**config.mk**
```make
export PLATFORM = sky130hd
export DESIGN_NAME = bg_fetch_sched_flat
export DESIGN_NICKNAME = d
export VERILOG_FILES = /design/src/rtl/bg_fetch_sched_if.sv /design/src/rtl/bg_fetch_sched.sv /design/src/flat_wrapper.sv
export SDC_FILE = /design/constraint.sdc
export NUM_CORES = 1
export LEC_CHECK = 0
export BUFFER_PORTS_ARGS = -buffer_cell sky130_fd_sc_hd__buf_2
export CAP_MARGIN = 20
export CORE_UTILIZATION = 35
export DETAILED_ROUTE_END_ITERATION = 8
export PLACE_DENSITY = 0.56
export SYNTH_ARGS = -nofsm -noshare
export SYNTH_HDL_FRONTEND = slang
export SYNTH_SLANG_ARGS = --single-unit
```
**constraint.sdc**
```tcl
create_clock -name clk -period 5.8 [get_ports clk]
set_input_delay 1.16 -clock clk [delete_from_list [all_inputs] [get_ports clk]]
set_output_delay 1.16 -clock clk [all_outputs]
set_load 0.05 [all_outputs]
```
**src/rtl/bg_fetch_sched_if.sv**
```systemverilog
// Bundle between the PPU timing/register side, the BG fetch scheduler and the BG units.
// master = scheduler side, slave = timing generator / BG unit side.
interface bg_fetch_sched_if;
  logic        dot_en;
  logic        line_start;
  logic [2:0]  bgmode;
  logic [3:0]  bg_enable;
  logic        force_blank;
  logic [8:0]  x;
  logic        newline;
  logic [3:0]  fetch_map;
  logic [3:0]  fetch_data;
  logic [11:0] fetch_data_num;
  logic [11:0] bg_mode;
  logic [1:0]  vram_sel;
  logic        vram_sel_valid;

  modport master (
    input  dot_en, line_start, bgmode, bg_enable, force_blank,
    output x, newline, fetch_map, fetch_data, fetch_data_num, bg_mode,
           vram_sel, vram_sel_valid
  );

  modport slave (
    output dot_en, line_start, bgmode, bg_enable, force_blank,
    input  x, newline, fetch_map, fetch_data, fetch_data_num, bg_mode,
           vram_sel, vram_sel_valid
  );
endinterface

```
**src/rtl/bg_fetch_sched.sv**
```systemverilog
// Per-scanline VRAM slot scheduler for the four BG fetch units: runs the fetch-x
// counter and decodes each 8-dot group into per-BG map/data strobes from the latched BG mode.
module bg_fetch_sched #(
  parameter int FETCH_WIDTH = 264
) (
  input logic              clk,
  input logic              reset,
  bg_fetch_sched_if.master bus
);

  localparam logic [8:0] X_LAST = 9'(FETCH_WIDTH - 1);

  typedef enum logic [1:0] {
    SLOT_IDLE = 2'd0,
    SLOT_MAP  = 2'd1,
    SLOT_DATA = 2'd2,
    SLOT_OPT  = 2'd3
  } slot_kind_e;

  typedef struct packed {
    slot_kind_e  kind;
    logic [1:0]  owner;
    logic [2:0]  num;
  } slot_t;

  function automatic slot_t f_idle();
    return '{kind: SLOT_IDLE, owner: 2'd0, num: 3'd0};
  endfunction

  function automatic slot_t f_map(input logic [1:0] owner);
    return '{kind: SLOT_MAP, owner: owner, num: 3'd0};
  endfunction

  function automatic slot_t f_data(input logic [1:0] owner, input logic [2:0] num);
    return '{kind: SLOT_DATA, owner: owner, num: num};
  endfunction

  // Offset-per-tile fetches always belong to BG3; num[0] selects H (0) or V (1).
  function automatic slot_t f_opt(input logic [2:0] num);
    return '{kind: SLOT_OPT, owner: 2'd2, num: num};
  endfunction

  logic [8:0] x_reg;
  logic       active_reg;
  logic [2:0] mode_lat_reg;

  // Mode is only re-latched at group boundaries so a group never mixes two tables.
  always_ff @(posedge clk) begin
    if (reset) begin
      x_reg        <= 9'd0;
      active_reg   <= 1'b0;
      mode_lat_reg <= 3'd7;
    end else if (bus.dot_en) begin
      if (bus.line_start) begin
        x_reg        <= 9'd0;
        active_reg   <= 1'b1;
        mode_lat_reg <= bus.bgmode;
      end else if (active_reg) begin
        if (x_reg[2:0] == 3'd7) begin
          mode_lat_reg <= bus.bgmode;
        end
        if (x_reg == X_LAST) begin
          active_reg <= 1'b0;
          x_reg      <= 9'd0;
        end else begin
          x_reg <= x_reg + 9'd1;
        end
      end
    end
  end

  logic [2:0] slot;
  slot_t      slot_cur;

  assign slot = x_reg[2:0];

  always_comb begin
    slot_cur = f_idle();
    unique case (mode_lat_reg)
      3'd0: begin
        if (slot[2]) slot_cur = f_data(slot[1:0], 3'd0);
        else         slot_cur = f_map(slot[1:0]);
      end
      3'd1: begin
        unique case (slot)
          3'd0: slot_cur = f_map(2'd0);
          3'd1: slot_cur = f_map(2'd1);
          3'd2: slot_cur = f_map(2'd2);
          3'd3: slot_cur = f_data(2'd0, 3'd0);
          3'd4: slot_cur = f_data(2'd0, 3'd2);
          3'd5: slot_cur = f_data(2'd1, 3'd0);
          3'd6: slot_cur = f_data(2'd1, 3'd2);
          3'd7: slot_cur = f_data(2'd2, 3'd0);
          default: slot_cur = f_idle();
        endcase
      end
      3'd2: begin
        unique case (slot)
          3'd0: slot_cur = f_opt(3'd0);
          3'd1: slot_cur = f_opt(3'd1);
          3'd2: slot_cur = f_map(2'd0);
          3'd3: slot_cur = f_map(2'd1);
          3'd4: slot_cur = f_data(2'd0, 3'd0);
          3'd5: slot_cur = f_data(2'd0, 3'd2);
          3'd6: slot_cur = f_data(2'd1, 3'd0);
          3'd7: slot_cur = f_data(2'd1, 3'd2);
          default: slot_cur = f_idle();
        endcase
      end
      3'd3: begin
        unique case (slot)
          3'd0: slot_cur = f_map(2'd0);
          3'd1: slot_cur = f_map(2'd1);
          3'd2: slot_cur = f_data(2'd0, 3'd0);
          3'd3: slot_cur = f_data(2'd0, 3'd2);
          3'd4: slot_cur = f_data(2'd0, 3'd4);
          3'd5: slot_cur = f_data(2'd0, 3'd6);
          3'd6: slot_cur = f_data(2'd1, 3'd0);
          3'd7: slot_cur = f_data(2'd1, 3'd2);
          default: slot_cur = f_idle();
        endcase
      end
      3'd4: begin
        unique case (slot)
          3'd0: slot_cur = f_opt(3'd0);
          3'd1: slot_cur = f_map(2'd0);
          3'd2: slot_cur = f_map(2'd1);
          3'd3: slot_cur = f_data(2'd0, 3'd0);
          3'd4: slot_cur = f_data(2'd0, 3'd2);
          3'd5: slot_cur = f_data(2'd0, 3'd4);
          3'd6: slot_cur = f_data(2'd0, 3'd6);
          3'd7: slot_cur = f_data(2'd1, 3'd0);
          default: slot_cur = f_idle();
        endcase
      end
      3'd5: begin
        unique case (slot)
          3'd0: slot_cur = f_map(2'd0);
          3'd1: slot_cur = f_map(2'd1);
          3'd2: slot_cur = f_data(2'd0, 3'd0);
          3'd3: slot_cur = f_data(2'd0, 3'd1);
          3'd4: slot_cur = f_data(2'd0, 3'd2);
          3'd5: slot_cur = f_data(2'd0, 3'd3);
          3'd6: slot_cur = f_data(2'd1, 3'd0);
          3'd7: slot_cur = f_data(2'd1, 3'd1);
          default: slot_cur = f_idle();
        endcase
      end
      3'd6: begin
        unique case (slot)
          3'd0: slot_cur = f_opt(3'd0);
          3'd1: slot_cur = f_opt(3'd1);
          3'd2: slot_cur = f_map(2'd0);
          3'd3: slot_cur = f_data(2'd0, 3'd0);
          3'd4: slot_cur = f_data(2'd0, 3'd1);
          3'd5: slot_cur = f_data(2'd0, 3'd2);
          3'd6: slot_cur = f_data(2'd0, 3'd3);
          default: slot_cur = f_idle();
        endcase
      end
      default: slot_cur = f_idle();
    endcase
  end

  logic owner_en;
  logic fire;

  // OPT slots serve BG1/BG2 scrolling, so they follow those enables rather than BG3's.
  assign owner_en = (slot_cur.kind == SLOT_OPT) ? (bus.bg_enable[0] | bus.bg_enable[1])
                                                : bus.bg_enable[slot_cur.owner];
  assign fire     = active_reg & ~bus.force_blank & (slot_cur.kind != SLOT_IDLE) & owner_en;

  genvar gi;
  generate
    for (gi = 0; gi < 4; gi++) begin : g_bg
      logic hit;
      assign hit = fire && (slot_cur.owner == 2'(gi));
      assign bus.fetch_map[gi]          = hit && ((slot_cur.kind == SLOT_MAP) ||
                                                  (slot_cur.kind == SLOT_OPT));
      assign bus.fetch_data[gi]         = hit && (slot_cur.kind == SLOT_DATA);
      assign bus.fetch_data_num[3*gi +: 3] = hit ? slot_cur.num : 3'd0;
    end
  endgenerate

  assign bus.x              = x_reg;
  assign bus.newline        = active_reg && (x_reg == 9'd0);
  assign bus.vram_sel       = fire ? slot_cur.owner : 2'd0;
  assign bus.vram_sel_valid = fire;

  // Packed as {BG4, BG3, BG2, BG1}; mode 7 (also the reset value) leaves every BG at 000.
  logic [11:0] bg_mode_w;

  always_comb begin
    bg_mode_w = 12'd0;
    unique case (mode_lat_reg)
      3'd0:    bg_mode_w = {3'b001, 3'b001, 3'b001, 3'b001};
      3'd1:    bg_mode_w = {3'b000, 3'b001, 3'b010, 3'b010};
      3'd2:    bg_mode_w = {3'b000, 3'b000, 3'b010, 3'b010};
      3'd3:    bg_mode_w = {3'b000, 3'b000, 3'b010, 3'b011};
      3'd4:    bg_mode_w = {3'b000, 3'b100, 3'b001, 3'b011};
      3'd5:    bg_mode_w = {3'b000, 3'b000, 3'b101, 3'b110};
      3'd6:    bg_mode_w = {3'b000, 3'b000, 3'b000, 3'b110};
      default: bg_mode_w = 12'd0;
    endcase
  end

  assign bus.bg_mode = bg_mode_w;

endmodule

```
**src/flat_wrapper.sv**
```systemverilog
// flat-port wrapper written by rule: the top's interface ports become plain ports
module bg_fetch_sched_flat 
#(
  parameter int FETCH_WIDTH = 264
)
  (clk, reset, bus_dot_en, bus_line_start, bus_bgmode, bus_bg_enable, bus_force_blank, bus_x, bus_newline, bus_fetch_map, bus_fetch_data, bus_fetch_data_num, bus_bg_mode, bus_vram_sel, bus_vram_sel_valid);
  bg_fetch_sched_if bus_i ();
  input logic clk;
  input logic reset;
  input wire logic [$bits(bus_i.dot_en)-1:0] bus_dot_en;
  input wire logic [$bits(bus_i.line_start)-1:0] bus_line_start;
  input wire logic [$bits(bus_i.bgmode)-1:0] bus_bgmode;
  input wire logic [$bits(bus_i.bg_enable)-1:0] bus_bg_enable;
  input wire logic [$bits(bus_i.force_blank)-1:0] bus_force_blank;
  output wire logic [$bits(bus_i.x)-1:0] bus_x;
  output wire logic [$bits(bus_i.newline)-1:0] bus_newline;
  output wire logic [$bits(bus_i.fetch_map)-1:0] bus_fetch_map;
  output wire logic [$bits(bus_i.fetch_data)-1:0] bus_fetch_data;
  output wire logic [$bits(bus_i.fetch_data_num)-1:0] bus_fetch_data_num;
  output wire logic [$bits(bus_i.bg_mode)-1:0] bus_bg_mode;
  output wire logic [$bits(bus_i.vram_sel)-1:0] bus_vram_sel;
  output wire logic [$bits(bus_i.vram_sel_valid)-1:0] bus_vram_sel_valid;
  assign bus_i.dot_en = bus_dot_en;
  assign bus_i.line_start = bus_line_start;
  assign bus_i.bgmode = bus_bgmode;
  assign bus_i.bg_enable = bus_bg_enable;
  assign bus_i.force_blank = bus_force_blank;
  assign bus_x = bus_i.x;
  assign bus_newline = bus_i.newline;
  assign bus_fetch_map = bus_i.fetch_map;
  assign bus_fetch_data = bus_i.fetch_data;
  assign bus_fetch_data_num = bus_i.fetch_data_num;
  assign bus_bg_mode = bus_i.bg_mode;
  assign bus_vram_sel = bus_i.vram_sel;
  assign bus_vram_sel_valid = bus_i.vram_sel_valid;
  bg_fetch_sched #(.FETCH_WIDTH(FETCH_WIDTH)) u_core (.clk(clk), .reset(reset), .bus(bus_i));
endmodule
```
---- Word level (Yosys, flattened, before mapping) ----
Memory sizes are Yosys's and may differ from the RTL's. A register that Yosys moved wholly into a read port is not among the register bits.
Cells that the tools add are included.
Widths: inputs -> output; s select.
cells by class
  order comparisons ....................... 1
  eq/ne operators ......................... 20
  bitwise logic cells ..................... 5
  muxes and demuxes ....................... 31
  reductions and logical operators ........ 23
  $add $sub $neg .......................... 1
operators with widths
  cell                 count
  $pmux 7 s7           2
  $pmux 10 s7          1
  $mux 3               17
  $mux 9               3
  $eq 3x3->1 const B   7
  $logic_and 1x1->1    13
  $eq 3x2->1 const B   4
  $add 9x1->9 const B  1
  $eq 9x9->1 const B   1
  $logic_not 9->1      1
  $eq 2x2->1 const B   4
  $mux 7               1
  $eq 3x1->1 const B   2
  $logic_not 3->1      2
  $reduce_bool 2->1    3
  $mux 1               5
  $eq 2x1->1 const B   2
  $and 1x1->1          3
  $lt 2x3->1 const B   1
  $reduce_and 3->1     1
  $bmux 1 s2           1
  $logic_not 2->1      1
  $mux 2               1
  $reduce_and 2->1     1
  other kinds (3)      3
storage, ports and cells
  memories kept ........................... 5
  output and inout port bits .............. 45
  logic and storage cells ................. 89
  bits in registers ....................... 13
  ROM bits ................................ 216
  bits of input ports ..................... 12
memory list
  name             words  bits a word  read ports  clocked after Yosys merged registers in  wr ports  line                   source
  (no name shown)  8      6            1           1                                        0         bg_fetch_sched.sv:98   unique case (slot)
  (no name shown)  8      6            1           1                                        0         bg_fetch_sched.sv:124  unique case (slot)
  (no name shown)  8      5            1           1                                        0         bg_fetch_sched.sv:85   unique case (slot)
  (no name shown)  8      5            1           1                                        0         bg_fetch_sched.sv:111  unique case (slot)
  (no name shown)  8      5            1           1                                        0         bg_fetch_sched.sv:137  unique case (slot)

---- Longest topological paths before layout ----
Gate-level depths: netlist (run 1).
  depth in word-level cells ............... 9
  gate-level depth with buffers ........... 11

---- Worst setup path after synthesis (run 1) ----
No wires, ideal clock.
  kind .................................... register -> output
  start point ............................. register u_core.x_reg[1] (netlist: u_core.bus.x[1])
  end point ............................... output bus_fetch_map[3]
  cell stages (with the launch flop) ...... 10
  path slack .............................. 0.289 ns
  arrival time ............................ 4.351 ns
  path through ............................ dfxtp_1 inv_1 ha_1 nor3_1 a211oi_1 a21oi_1 and2_1 buf_2 nor3_1 a2111oi_0
on the way
  word-level cells in the longest chain between the ends .. 9
  elaborated cells between the ends (all ways) .. 22
ends and longest elaborated chain
  what                                      line                   source
  start: declaration                        bg_fetch_sched.sv:43   logic [8:0] x_reg;
  start signal: assignment                  bg_fetch_sched.sv:66   x_reg <= x_reg + 9'd1;
  $eq 3x3->1, or another cell as far along  bg_fetch_sched.sv:150  unique case (slot)
  $pmux 7 s7                                bg_fetch_sched.sv:150
  $pmux 7 s7 *                              bg_fetch_sched.sv:79   unique case (mode_lat_reg)
  $bmux 1 s2                                bg_fetch_sched.sv:170  : bus.bg_enable[slot_cur.owner];
  $mux 1 (implied by the code)              bg_fetch_sched.sv:170
  $mux 1                                    bg_fetch_sched.sv:169  assign owner_en = (slot_cur.kind == SLOT_OPT) ? (bus.bg_enable[0] | bus.bg_enable[1])
  $and 1x1->1                               bg_fetch_sched.sv:171  assign fire = active_reg & ~bus.force_blank & (slot_cur.kind != SLOT_IDLE) & owner_en;
  $logic_and 1x1->1                         bg_fetch_sched.sv:177  assign hit = fire && (slot_cur.owner == 2'(gi));
  $logic_and 1x1->1 *                       bg_fetch_sched.sv:178  assign bus.fetch_map[gi] = hit && ((slot_cur.kind == SLOT_MAP) ||
  end: declaration                          flat_wrapper.sv:17     output wire logic [$bits(bus_i.fetch_map)-1:0] bus_fetch_map;
Every way passes the cells marked *; elsewhere a longest branch is shown, timed or not. The select of a mux whose other input is x is not followed.

---- Final worst setup path (run 1) ----
  start point ............................. register u_core.mode_lat_reg[0]
  end point ............................... output bus_fetch_data_num[11]
on the way
  word-level cells in the longest chain between the ends .. 8
  elaborated cells between the ends (all ways) .. 18
ends and longest elaborated chain
  what                                      line                   source
  start: declaration                        bg_fetch_sched.sv:45   logic [2:0] mode_lat_reg;
  start signal: assignment                  bg_fetch_sched.sv:57   mode_lat_reg <= bus.bgmode;
  start signal: assignment                  bg_fetch_sched.sv:60   mode_lat_reg <= bus.bgmode;
  $eq 3x3->1, or another cell as far along  bg_fetch_sched.sv:79
  $pmux 7 s7 *                              bg_fetch_sched.sv:79
  $bmux 1 s2                                bg_fetch_sched.sv:170
  $mux 1 (implied by the code)              bg_fetch_sched.sv:170
  $mux 1                                    bg_fetch_sched.sv:169
  $and 1x1->1                               bg_fetch_sched.sv:171
  $logic_and 1x1->1                         bg_fetch_sched.sv:177
  $mux 3 *                                  bg_fetch_sched.sv:181  assign bus.fetch_data_num[3*gi +: 3] = hit ? slot_cur.num : 3'd0;
  end: declaration                          flat_wrapper.sv:19     output wire logic [$bits(bus_i.fetch_data_num)-1:0] bus_fetch_data_num;
Marked as above.

==> results of run 1 <==
worst max-delay path by stage:
stage / startpoint / endpoint / slack [ns] / cells after the start
final: u_core.mode_lat_reg[0] / bus_fetch_data_num[11] / 1.32 / 7
after global routing: u_core.mode_lat_reg[0] / bus_fetch_data_num[11] / 1.14 / 7
after CTS: u_core.mode_lat_reg[0] / bus_fetch_data_num[11] / 1.31 / 7
after detailed placement: u_core.mode_lat_reg[0] / bus_fetch_data_num[11] / 1.62 / 7
after global placement: u_core.mode_lat_reg[0] / bus_fetch_data_num[11] / 1.75 / 7
after floorplan: u_core.bus.x[1] / bus_fetch_map[3] / 0.29 / 9
worst register-to-register path, cell delays in order, from the launching register on:
cell	delay (ns)
dfxtp_1	0.39
ha_1	0.29
and3_1	0.21
a311oi_1	0.45
mux2i_1	0.12
or2_2	0.37
inv_1	0.17
ha_1	0.28
nand2b_1	0.15
per-layer routing:
metal | vias up | wire length [um]
met2 | 55 | 2484
met3 | 7 | 354
met5 | - | 0
met4 | 0 | 74
met1 | 917 | 2344
li1 | 1000 | -
synthesized netlist by cell type, drive strengths merged (6+ instances only):
master,n
ha,9
dfxtp,31
nand3,11
nor2,28
a21oi,18
mux2i,9
inv,9
nor3,6
and3,9
nand2,29
buf,15
o21ai,9
area by class of cell:
class / count / area [um2] / area share [%]
well taps: 75 / 93.84 / 3.780
clock inverters: 1 / 5.005 / 0.2016
repair buffers: 53 / 265.3 / 10.69
clock buffers: 6 / 82.58 / 3.327
multi-input cells: 202 / 1381 / 55.64
flip-flops and latches: 31 / 620.6 / 25.00
inverters: 9 / 33.78 / 1.361
through the flow:
stage | total power, W | hold slack (ns)
after floorplan | 0.0003115 | 0.4821
after global placement | 0.0003239 | 0.5410
after detailed placement | 0.0003244 | 0.5441
after CTS | 0.0004942 | 0.5605
after global routing | 0.0005095 | 0.6013
final | 0.0004901 | 0.5608
kinds of logic after synthesis:
group,after synthesis,synth area share [%]
mux,13,6.973
xor+xnor,6,2.440
compound gates,62,23.42
simple gates,109,25.57
fa+ha+maj,9,5.230
buf+inv,28,7.379
flops,31,28.82
other cells,1,0.1742
report_power, final:
part / internal (W) / total [W] / switching (W)
registers: 0.000216 / 0.000227 / 0.0000110
clock network: 0.0000929 / 0.000170 / 0.0000775
logic: 0.0000290 / 0.0000926 / 0.0000636
total: 0.000338 / 0.000490 / 0.000152
==> results.json, run 1 <==
{
  "hold_class": "reg -> reg",
  "dp_slack_ns": 1.625,
  "clk_latency_ns": 0.28,
  "critPathLaunchType": "flop",
  "final-setup-viol-count": 0,
  "cts_repair_resize_count": 0,
  "drc": 0,
  "ys_seq_area_share_pct": 28.82,
  "met3_usage_pct": 2.955,
  "mostFrequentLayoutCell": "buf_2",
  "dp_cells": 370,
  "gp_congestion": 0.7985,
  "die_area_um2": 6470,
  "cts_buffers": 5,
  "htree_levels": 2,
  "setup-tns-final_ns": 0,
  "r2r-start": "u_core.bus.x[1]",
  "crit_family": "compound AO/OA/AOI/OAI gates",
  "synthCells": 259,
  "antenna_found_initial": 0,
  "root_buffer": "clkbuf_8",
  "synth-edff-count": 0,
  "wl_um": 5258,
  "status": "finished clean",
  "via_count": 1979,
  "dr.pass1.iters": 4,
  "cp_slowest_stage_delay_ns": 0.81,
  "irDropWorstVdd_v": 0.0001289,
  "final_area_um2": 2482,
  "yosys.area.top_type": "dfxtp_1",
  "gr-usage-met1_pct": 20.89,
  "critical_path_class": "reg -> out",
  "fin_ws_ns": 1.319,
  "period_needed_ns": 4.481,
  "hold_start": "u_core.bus.x[8]",
  "cp-end-kind": "primary output",
  "utilization_pct": 41.93,
  "grt_max_degree": 26,
  "dpl_cell_area_um2": 2395,
  "synth.top_cell.area_share_pct": 28.82,
  "antenna_cells": 0,
  "top_usage_layer": "met2",
  "cts.clk_slew.worst_paths_ns": 0.06,
  "final_cell_mix": "53 x buf_2, 31 x dfxtp_1, 29 x nand2_1",
  "clock-sinks": 31,
  "crit_path_cell_trace": "mux2_2 > a22oi_2 > o211ai_2 > a21oi_1 > o221ai_4 > a2111oi_2 > buf_2",
  "rows": 28,
  "clockBufferDepth": 2,
  "drive_gt1_share_pct": 29.14,
  "hold_viol": 0,
  "layout.nets": 323,
  "synth-seq-cells": 31,
  "synth-async-reset-ratio_pct": 0,
  "worstMarginPinSlew_ns": 0.9223,
  "drt_iter0_drc": 91,
  "syn2layout_area_growth_pct": 15.28,
  "syn_area_um2": 2153,
  "synth_cell_types": 65,
  "cts_setup_buffers": 0,
  "ys.warnings.count": 0,
  "die_w_um": 80.44,
  "fp.dieH_um": 80.44,
  "worstPathArrival_ns": 3.32,
  "fillers": 629,
  "avgSynthCellArea_um2": 8.314,
  "initial_utilization_pct": 36.37,
  "relSlewSlack_pct": 38.43,
  "crit_required_ns": 4.64,
  "hold_end": "u_core.bus.x[8]",
  "fin_skew_ns": 0.005136,
  "max-cap-violations": 0,
  "rsz0062_at_grt": "no",
  "cts_tree": "built",
  "synth.area.top_cells": "dfxtp_1 29%, ha_1 5.2%, nand2_1 5.1%",
  "r2r_slack_ns": 3.27,
  "final_antenna_net_count": 0,
  "fin_crit_sh_pct": 77.26,
  "worstRegToRegCells": 8,
  "whs_path_depth": 2,
  "crit_path_top_delay_cell": "dfxtp_1",
  "grt_pass1_vias": 1741,
  "critical_path.max_fanout": 21,
  "overflow": 0,
  "core_area_um2": 5921,
  "p_leak_nw": 1.153,
  "gr-usage-met2_pct": 28.05,
  "track_usage_pct": 16.73,
  "vias_per_cell": 5.249,
  "io_pins": 57,
  "drv_slew": 0,
  "place_hpwl_um": 4049,
  "path_buf_inv": 1,
  "grt_pass1_wl_um": 8335,
  "port_buffers": 53,
  "holdBufCountCts": 0,
  "clock.fmax_mhz": 223.2,
  "p_per_area_nw_per_um2": 197.4,
  "instances_no_fill": 377,
  "yosys_most_used_dff": "dfxtp_1",
  "wl_per_cell_um": 13.95
}
Power figures use the tool's default switching activity.
==> inputs of run 2 (changes only) <==
Settings changed: PLACE_DENSITY 0.56 to 0.58.
Clock period 5.8 ns to 3.9 ns, I/O delays scaled along.
==> run 2 against run 1 <==
Sequential cell count stayed put. Via count is 0.61% higher. Global-route usage is 1.1 points higher. Wire length is 3.5% higher. Combinational power is 67% higher. Worst setup slack worse by 0.99 ns. First-iteration DRC count is 16% lower. Cell count is 2.1% higher. Design area is 3.4% higher. Clock power is 46% higher. Utilization is 1.4 points higher. Critical path type unchanged. Critical endpoint is now bus_vram_sel[1]. Largest cell class unchanged. Largest power group unchanged.
==> results.json, run 2 (synthesis gave the netlist of run 1 again) <==
{
  "fin_crit_sh_pct": 91.45,
  "dp_cells": 378,
  "worstPathArrival_ns": 2.79,
  "path_buf_inv": 2,
  "fp.dieH_um": 80.44,
  "gp_congestion": 0.7864,
  "place_hpwl_um": 4321,
  "relSlewSlack_pct": 56.62,
  "r2r_slack_ns": 1.42,
  "fillers": 631,
  "worstRegToRegCells": 8,
  "crit_path_cell_trace": "ha_1 > nor2b_1 > mux4_2 > nand2_1 > and3_1 > o221ai_4 > buf_4 > a211oi_1 > buf_2",
  "met3_usage_pct": 3.864,
  "max-cap-violations": 0,
  "crit_family": "buffers and inverters",
  "p_int_w": 0.0005099,
  "fin_skew_ns": 0.006542,
  "htree_levels": 2,
  "critPathLaunchType": "flop",
  "antenna_found_initial": 0,
  "overflow": 0,
  "dr.pass1.iters": 4,
  "layout.nets": 331,
  "final-setup-viol-count": 0,
  "grt_pass1_vias": 1802,
  "die_w_um": 80.44,
  "switchingPower_w": 0.0002255,
  "gr-usage-met1_pct": 22.53,
  "p_leak_nw": 1.189,
  "clock.fmax_mhz": 280.4,
  "netSwitchingFraction_pct": 30.66,
  "clockBufferDepth": 2,
  "io_pins": 57,
  "instances_no_fill": 385,
  "cts_tree": "built",
  "cp_slowest_stage_delay_ns": 0.48,
  "rsz0062_at_grt": "no",
  "core_area_um2": 5921,
  "port_buffers": 53,
  "hold_viol": 0,
  "p_clk_share_pct": 33.7,
  "holdBufCountCts": 0,
  "initial_utilization_pct": 36.37,
  "status": "finished clean",
  "critical_path.max_fanout": 12,
  "crit_required_ns": 3.12,
  "wl_per_cell_um": 14.13,
  "drc": 0,
  "vias_per_cell": 5.171,
  "utilization_pct": 43.36,
  "drive_gt1_share_pct": 32.90,
  "crit_path_top_delay_cell": "mux4_2",
  "whs_path_depth": 2,
  "cts.clk_slew.worst_paths_ns": 0.06,
  "top_usage_layer": "met2",
  "rows": 28,
  "critical_path_class": "reg -> out",
  "irDropWorstVdd_v": 0.0002349,
  "cts_buffers": 5,
  "track_usage_pct": 17.81,
  "gr-usage-met2_pct": 29.41,
  "drt_iter0_drc": 76,
  "p_per_area_nw_per_um2": 286.4,
  "via_count": 1991,
  "setup-tns-final_ns": 0,
  "hold_class": "reg -> reg",
  "period_needed_ns": 3.566,
  "wl_um": 5441,
  "clk_latency_ns": 0.28,
  "r2r-start": "u_core.bus.x[0]",
  "final_antenna_net_count": 0,
  "hold_end": "u_core.active_reg",
  "grt_max_degree": 17,
  "final_cell_mix": "53 x buf_2, 30 x dfxtp_1, 29 x nand2_1",
  "root_buffer": "clkbuf_8",
  "clock-sinks": 31,
  "worstMarginPinSlew_ns": 0.6439,
  "p_seq_share_pct": 45.2,
  "hold_start": "u_core.active_reg",
  "mostFrequentLayoutCell": "buf_2",
  "die_area_um2": 6470,
  "drv_slew": 0,
  "grt_pass1_wl_um": 8894,
  "syn2layout_area_growth_pct": 19.23,
  "antenna_cells": 0,
  "combPwrFrac_pct": 21.1,
  "cp-end-kind": "primary output"
}
-- run 2: cell type report --
class | instances | area, um2 | area share, %
well taps | 75 | 93.84 | 3.655
inverters | 9 | 33.78 | 1.316
multi-input cells | 202 | 1405 | 54.73
clock buffers | 6 | 82.58 | 3.216
clock inverters | 1 | 5.005 | 0.1949
flip-flops and latches | 31 | 621.8 | 24.22
repair buffers | 61 | 325.3 | 12.67
-- run 2: per-layer routing --
layer	up-vias	wire, um
li1	1016	-
met1	906	2498
met2	57	2557
met3	12	283
met4	0	103
met5	-	0
-- run 2: how the worst max path moves through the flow --
stage          cells after the start       startpoint  slack, ns         endpoint
3_5_place_dp                      10  u_core.bus.x[1]       0.47  bus_vram_sel[1]
4_1_cts                           10  u_core.bus.x[1]       0.16  bus_vram_sel[1]
3_3_place_gp                      10  u_core.bus.x[1]       0.57  bus_vram_sel[0]
6_report                           9  u_core.bus.x[0]       0.33  bus_vram_sel[1]
2_1_floorplan                      8  u_core.bus.x[1]      -0.19  bus_vram_sel[0]
5_1_grt                           10  u_core.bus.x[0]       0.06  bus_vram_sel[1]
-- run 2: power groups by stage --
stage	clock network, W	logic (W)	registers [W]
final	0.000248	0.000155	0.000332
after global routing	0.000273	0.000168	0.000333
after CTS	0.000255	0.000155	0.000332
after detailed placement	0	0.000154	0.000339
after global placement	0	0.000153	0.000339
after floorplan	0	0.000133	0.000333
-- run 2: per-stage QoR --
stage / hold slack (ns) / setup WS (ns) / power, W / instance area [um2]
2_1_floorplan: 0.4821 / -0.1913 / 0.0004654 / 2180
3_3_place_gp: 0.5369 / 0.5689 / 0.0004923 / 2474
3_5_place_dp: 0.5544 / 0.4711 / 0.0004933 / 2474
4_1_cts: 0.5629 / 0.1644 / 0.0007413 / 2561
5_1_grt: 0.5888 / 0.05787 / 0.0007744 / 2567
6_report: 0.5547 / 0.3335 / 0.0007354 / 2567
-- run 2: timing repair --
item,in CTS,in global routing
endpoints found under the setup margin,0,5
hold endpoints to repair,0,0
resized for setup,0,3
setup buffers,0,0
-- run 2: tightest hold or removal path, cell delays in order, from the launching register on --
cell	delay, ns
dfxtp_1	0.37
nand2_1	0.08
a21oi_1	0.05
